**config.mk**
```make
export PLATFORM = sky130hd
export DESIGN_NAME = beep_decoder
export DESIGN_NICKNAME = d
export VERILOG_FILES = /design/src/rtl/beep_decoder.sv
export SDC_FILE = /design/constraint.sdc
export NUM_CORES = 1
export LEC_CHECK = 0
export CAP_MARGIN = 20
export CORE_MARGIN = 4
export CORE_UTILIZATION = 50
export CTS_BUF_LIST = sky130_fd_sc_hd__clkbuf_8
export DETAILED_ROUTE_END_ITERATION = 10
export DONT_BUFFER_PORTS = 1
export GPL_ROUTABILITY_DRIVEN = 0
export MAX_ROUTING_LAYER = met4
export PLACE_DENSITY = 0.75
export SETUP_SLACK_MARGIN = 0.3
export SYNTH_ARGS = -nofsm -noshare
export SYNTH_HDL_FRONTEND = slang
export SYNTH_SLANG_ARGS = --single-unit
```
**constraint.sdc**
```tcl
create_clock -name sys_clk -period 7.7 [get_ports sys_clk]
set_clock_uncertainty 0.1 [all_clocks]
set_input_delay 1.54 -clock sys_clk [delete_from_list [all_inputs] [get_ports sys_clk]]
set_output_delay 1.54 -clock sys_clk [all_outputs]
set_load 0.01 [all_outputs]
```
**src/rtl/beep_decoder.sv**
```systemverilog
// beep_decoder: measures the period of a buzzer-style square wave and
// classifies it to one of seven note codes (DO..XI). A code change is
// reported only after several consecutive identical classifications.
// Long silence (no rising edge) drops back to IDLE and clears the code.
module beep_decoder #(
    parameter logic [17:0] DO         = 18'd190800,
    parameter logic [17:0] RE         = 18'd170000,
    parameter logic [17:0] MI         = 18'd151500,
    parameter logic [17:0] FA         = 18'd143100,
    parameter logic [17:0] SO         = 18'd127500,
    parameter logic [17:0] LA         = 18'd113600,
    parameter logic [17:0] XI         = 18'd101200,
    parameter logic [17:0] TOL        = 18'd2000,
    parameter logic [2:0]  STABLE_CNT = 3'd3,
    parameter logic [19:0] TIMEOUT    = 20'd400000
) (
    input  logic        sys_clk,
    input  logic        sys_rst,
    input  logic        beep_in,
    output logic [2:0]  note_code,
    output logic        note_valid,
    output logic [19:0] period,
    output logic        active
);

    typedef enum logic {
        IDLE = 1'b0,
        MEAS = 1'b1
    } state_t;

    state_t      state_r;

    logic        sync1_r;
    logic        sync2_r;
    logic        dly_r;
    logic        edge_r;

    logic [19:0] per_cnt_r;
    logic [19:0] meas_r;
    logic        meas_vld_r;
    logic [2:0]  cand_r;
    logic        cand_vld_r;
    logic [2:0]  prev_cand_r;
    logic [2:0]  match_cnt_r;

    logic [19:0] meas_next_s;
    logic [2:0]  cand_next_s;
    logic [2:0]  match_next_s;
    logic        timeout_s;

    // True when measured period m lies within +/-TOL of reference ref_p.
    // A 21-bit signed difference keeps the subtraction free of wrap-around.
    function automatic logic in_window(input logic [19:0] m, input logic [17:0] ref_p);
        logic signed [20:0] diff;
        logic signed [20:0] tol_s;
        diff      = $signed({1'b0, m}) - $signed({3'b000, ref_p});
        tol_s     = $signed({3'b000, TOL});
        in_window = (diff <= tol_s) && (diff >= -tol_s);
    endfunction

    // Input synchronizer, delay stage and registered rising-edge pulse.
    always_ff @(posedge sys_clk or posedge sys_rst) begin
        if (sys_rst) begin
            sync1_r <= 1'b0;
            sync2_r <= 1'b0;
            dly_r   <= 1'b0;
            edge_r  <= 1'b0;
        end else begin
            sync1_r <= beep_in;
            sync2_r <= sync1_r;
            dly_r   <= sync2_r;
            edge_r  <= sync2_r & ~dly_r;
        end
    end

    // Next-measurement value, timeout detect, classifier and match counter.
    always_comb begin
        if (per_cnt_r == {20{1'b1}}) begin
            meas_next_s = per_cnt_r;
        end else begin
            meas_next_s = per_cnt_r + 20'd1;
        end

        timeout_s = (state_r == MEAS) && !edge_r && (per_cnt_r == (TIMEOUT - 20'd1));

        // Priority chain: the lowest code wins when windows overlap.
        if (in_window(meas_r, DO)) begin
            cand_next_s = 3'd1;
        end else if (in_window(meas_r, RE)) begin
            cand_next_s = 3'd2;
        end else if (in_window(meas_r, MI)) begin
            cand_next_s = 3'd3;
        end else if (in_window(meas_r, FA)) begin
            cand_next_s = 3'd4;
        end else if (in_window(meas_r, SO)) begin
            cand_next_s = 3'd5;
        end else if (in_window(meas_r, LA)) begin
            cand_next_s = 3'd6;
        end else if (in_window(meas_r, XI)) begin
            cand_next_s = 3'd7;
        end else begin
            cand_next_s = 3'd0;
        end

        if (cand_r == prev_cand_r) begin
            if (match_cnt_r >= STABLE_CNT) begin
                match_next_s = STABLE_CNT;
            end else begin
                match_next_s = match_cnt_r + 3'd1;
            end
        end else begin
            match_next_s = 3'd1;
        end
    end

    // Free-running saturating period counter, restarted by every rising edge.
    always_ff @(posedge sys_clk or posedge sys_rst) begin
        if (sys_rst) begin
            per_cnt_r <= 20'd0;
        end else if (edge_r) begin
            per_cnt_r <= 20'd0;
        end else if (per_cnt_r != {20{1'b1}}) begin
            per_cnt_r <= per_cnt_r + 20'd1;
        end else begin
            per_cnt_r <= per_cnt_r;
        end
    end

    // FSM plus measure -> classify -> stability pipeline with registered outputs.
    always_ff @(posedge sys_clk or posedge sys_rst) begin
        if (sys_rst) begin
            state_r     <= IDLE;
            meas_r      <= 20'd0;
            meas_vld_r  <= 1'b0;
            cand_r      <= 3'd0;
            cand_vld_r  <= 1'b0;
            prev_cand_r <= 3'd0;
            match_cnt_r <= 3'd0;
            note_code   <= 3'd0;
            note_valid  <= 1'b0;
            period      <= 20'd0;
            active      <= 1'b0;
        end else begin
            note_valid <= 1'b0;
            meas_vld_r <= 1'b0;
            cand_vld_r <= meas_vld_r;

            if (meas_vld_r) begin
                cand_r <= cand_next_s;
            end

            // Stability stage: update the run of identical candidates.
            if (cand_vld_r) begin
                match_cnt_r <= match_next_s;
                if (cand_r != prev_cand_r) begin
                    prev_cand_r <= cand_r;
                end
                if ((match_next_s == STABLE_CNT) && (cand_r != note_code)) begin
                    note_code  <= cand_r;
                    note_valid <= 1'b1;
                end
            end

            case (state_r)
                IDLE: begin
                    // The arming edge only restarts the period counter.
                    if (edge_r) begin
                        state_r <= MEAS;
                        active  <= 1'b1;
                    end
                end
                MEAS: begin
                    if (edge_r) begin
                        meas_r     <= meas_next_s;
                        period     <= meas_next_s;
                        meas_vld_r <= 1'b1;
                    end else if (timeout_s) begin
                        state_r     <= IDLE;
                        active      <= 1'b0;
                        match_cnt_r <= 3'd0;
                        prev_cand_r <= 3'd0;
                        if (note_code != 3'd0) begin
                            note_code  <= 3'd0;
                            note_valid <= 1'b1;
                        end
                    end
                end
                default: begin
                    state_r <= IDLE;
                    active  <= 1'b0;
                end
            endcase
        end
    end

endmodule

```
==> results.md <==
* CTS Buf Count at 9
* Top Ports at 28
* Post-synth EDFFs at 0
* Via count at 6143
* Gate Count Post-Synth at a little under 800
* Final instance area at about 6300 µm²
* Ys Warns at 0
* Area delta synth->final at 2.80%
* Clock Latency Late Sink at 340 ps
* Nets@finish at just under 800
* Layout cells sized above 1 at 8.21%
* Row cnt at 40
* Post-route ant nets at 0
* Root buffer cell: clkbuf_8
* CTS resizes at 0
* Critical path endpoint category: flop
* Failing checks: design-rule violations
* Final min period at slightly above 4000 ps
* Grt met2 use at between 30 and 40%
* VDD IR max at 0.212 mV
* DR DRC count at 1
* FF+latch area at between 1500 and 2000 µm²
* Placed Area at 6040 µm²
* Synth cell count leaders: nor2_1 (77), nand2_1 (73), dfrtp_1 (61)
* Critical Path RT at 7810 ps
* RSZ-0062 raised after global routing: no
* Global-route wire length before repair at 29400 µm
* Worst hold path depth at 0
* Die H at 118 µm
* Fin. max-slew vios at 0
* Endpoints failing setup at 0
* Post-detailed-route wirelength per cell at 20.1 µm
* Yosys top cell area share at roughly a quarter
* Most common cell in the netlist: nor2_1
* Hold Buf Count CTS at 0
* R2r startpoint: meas_r[4]
* Crit Path Class: reg2reg
* Filler cells at 1084
* Max frequency at 0.248 GHz
* WHS Endpoint: sync2_r
* Initial antenna violation count at 0
* Iter 0 DRT Violations at around 750
* Data arrival, critical path at 4140 ps
* Clk slew on worst S/H paths at 70 ps
* Synth Flop Type: dfrtp_1
* Cell taking the most area after synthesis: dfrtp_1
* Worst slack at placement at 3740 ps
* CP Max Fanout at 26
* Mean Syn Cell Area at 7.73 µm²
* Hold wc startpoint: sync1_r
* #FFs+latches synth at 61
* Final setup margin at 3680 ps
* Fin crit share at 52.3%
* Slew HR at 29.9%
* R2R cell count at 10
* Hold WC Path Type: reg2reg
* Critical Path Start Type: flop
* Synth area leaders: dfrtp_1 (25%), xnor2_1 (5.2%), nor2_1 (4.7%)
* Detailed Route WL at 18100 µm
* GR peak layer: met2
* Multi-input logic area at approximately 4100 µm²
* Die area at 14000 µm²
* Pleak at around 2.5 nW
* TritonCTS clock tree: built
* Grt met1 use at 33.0%
* IO Port Bufs at 0
* Diode count at 0
* P per Cell Area at 137 nW/µm²
* Worst R2R Setup Slack at 3680 ps
* Hold Vio Cnt, Final at 0
* CTS H-tree depth at 3
* GRT met3 Usage at between 4 and 5%
* Finished Layout Cells at 902
* Via density at 6.81
* Unique masters post-synth at 90
* RR Endpoint: cand_r[2]
* Core ar. at 12000 µm²
* Largest net degree at the start of global routing at a little over 60
* Initial Util at between 50% and 60%
* DP Wirelength at 12900 µm
* Register area share after synthesis at about 25%
* Actual slew at the worst max-slew pin at 1040 ps
* Clock Sinks at 61
* Placed cell count at approximately 890
* Total congestion overflow at 0
* Router iterations before antenna repair at 8
* Die width at 118 µm
* Setup TNS at 0 ps
* Syn_nets at about 810
* Total track usage at 25.9%
* Setup bufs post-CTS at 0
* Async S/R FF share, synth at 100%
* Cell Area, Synth at between 6000 and 7000 µm²
* Max-cap check violation count at 0
* Clock buffer depth at 2
* Vias in the first global route at 5630
* Outcome: finished, violations left
-- final cells by class --
class / instances / share of cell area (%)
tap: 147 / 2.94
clock buffer: 10 / 2.20
clock inverter: 6 / 0.860
inverter: 23 / 1.38
timing repair buffer: 15 / 2.12
multi-input combinational: 640 / 66.1
sequential: 61 / 24.4
-- worst max-delay path, stage by stage, from the launching register on --
cell	delay [ps]
dfrtp_1	720
inv_1	310
ha_1	690
nor2b_1	210
o311ai_2	520
a21o_1	220
a21oi_1	70
nor4_1	340
o41ai_2	180
o41ai_1	420
o21ai_1	120
-- registers in the layout, indices dropped and copies added, names as in the netlist, 3 cells and up --
name	count
prev_cand_r	3
match_cnt_r	3
cand_r	3
meas_r	20
per_cnt_r	20
note_code	3
-- metrics by stage --
stage               power (W)  util, %  hold slack [ps]
detailed placement   0.000578     50.5              241
global route         0.000905     52.3              280
global placement     0.000570     50.5              250
finish               0.000855     52.3              263
CTS                  0.000854     52.1              266
floorplan            0.000534        -              231
-- worst max-delay path by stage --
stage | startpoint | depth (start not counted) | to
finish | meas_r[4] | 10 | cand_r[2]
global route | meas_r[4] | 10 | cand_r[2]
CTS | meas_r[4] | 10 | cand_r[2]
detailed placement | meas_r[4] | 10 | cand_r[2]
global placement | meas_r[4] | 10 | cand_r[2]
floorplan | sys_rst | 1 | active
-- power breakdown --
part / internal [W] / switching, W / total, W
logic: 0.0000662 / 0.000104 / 0.000170
clock network: 0.000155 / 0.000122 / 0.000276
registers: 0.000348 / 0.0000604 / 0.000409
-- logic make-up after synthesis --
family                   count (synthesis)  share of synthesized area (%)
XOR/XNOR                                58                           8.35
AND/OR/NAND/NOR                        339                           28.7
multiplexers                            17                           2.84
flip-flops                              61                           25.1
adder cells (fa/ha/maj)                 16                           3.29
AO/OA/AOI/OAI                          210                           24.7
buffers and inverters                   86                           6.97
-- layer usage --
layer  part of all wire [%]  up-vias
met1                     41     2873
met5                      0        -
met4                    4.5        0
met3                    8.5       85
li1                       -     2831
met2                     46      354
-- layout by cell type (no fill, tap or decap), types with 13 or more instances in the layout --
master	instances
a21oi_1	32
o21ai_0	41
nor3_1	32
ha_1	16
mux2i_1	15
nand3_1	35
nor4_1	15
inv_1	19
nor2b_1	13
nor2_1	77
nand4_1	20
buf_4	14
xor2_1	22
nand2b_1	17
dfrtp_1	61
nand2_1	73
xnor2_1	36
a31oi_1	26
No activity file was read; power rests on OpenSTA's default activity.
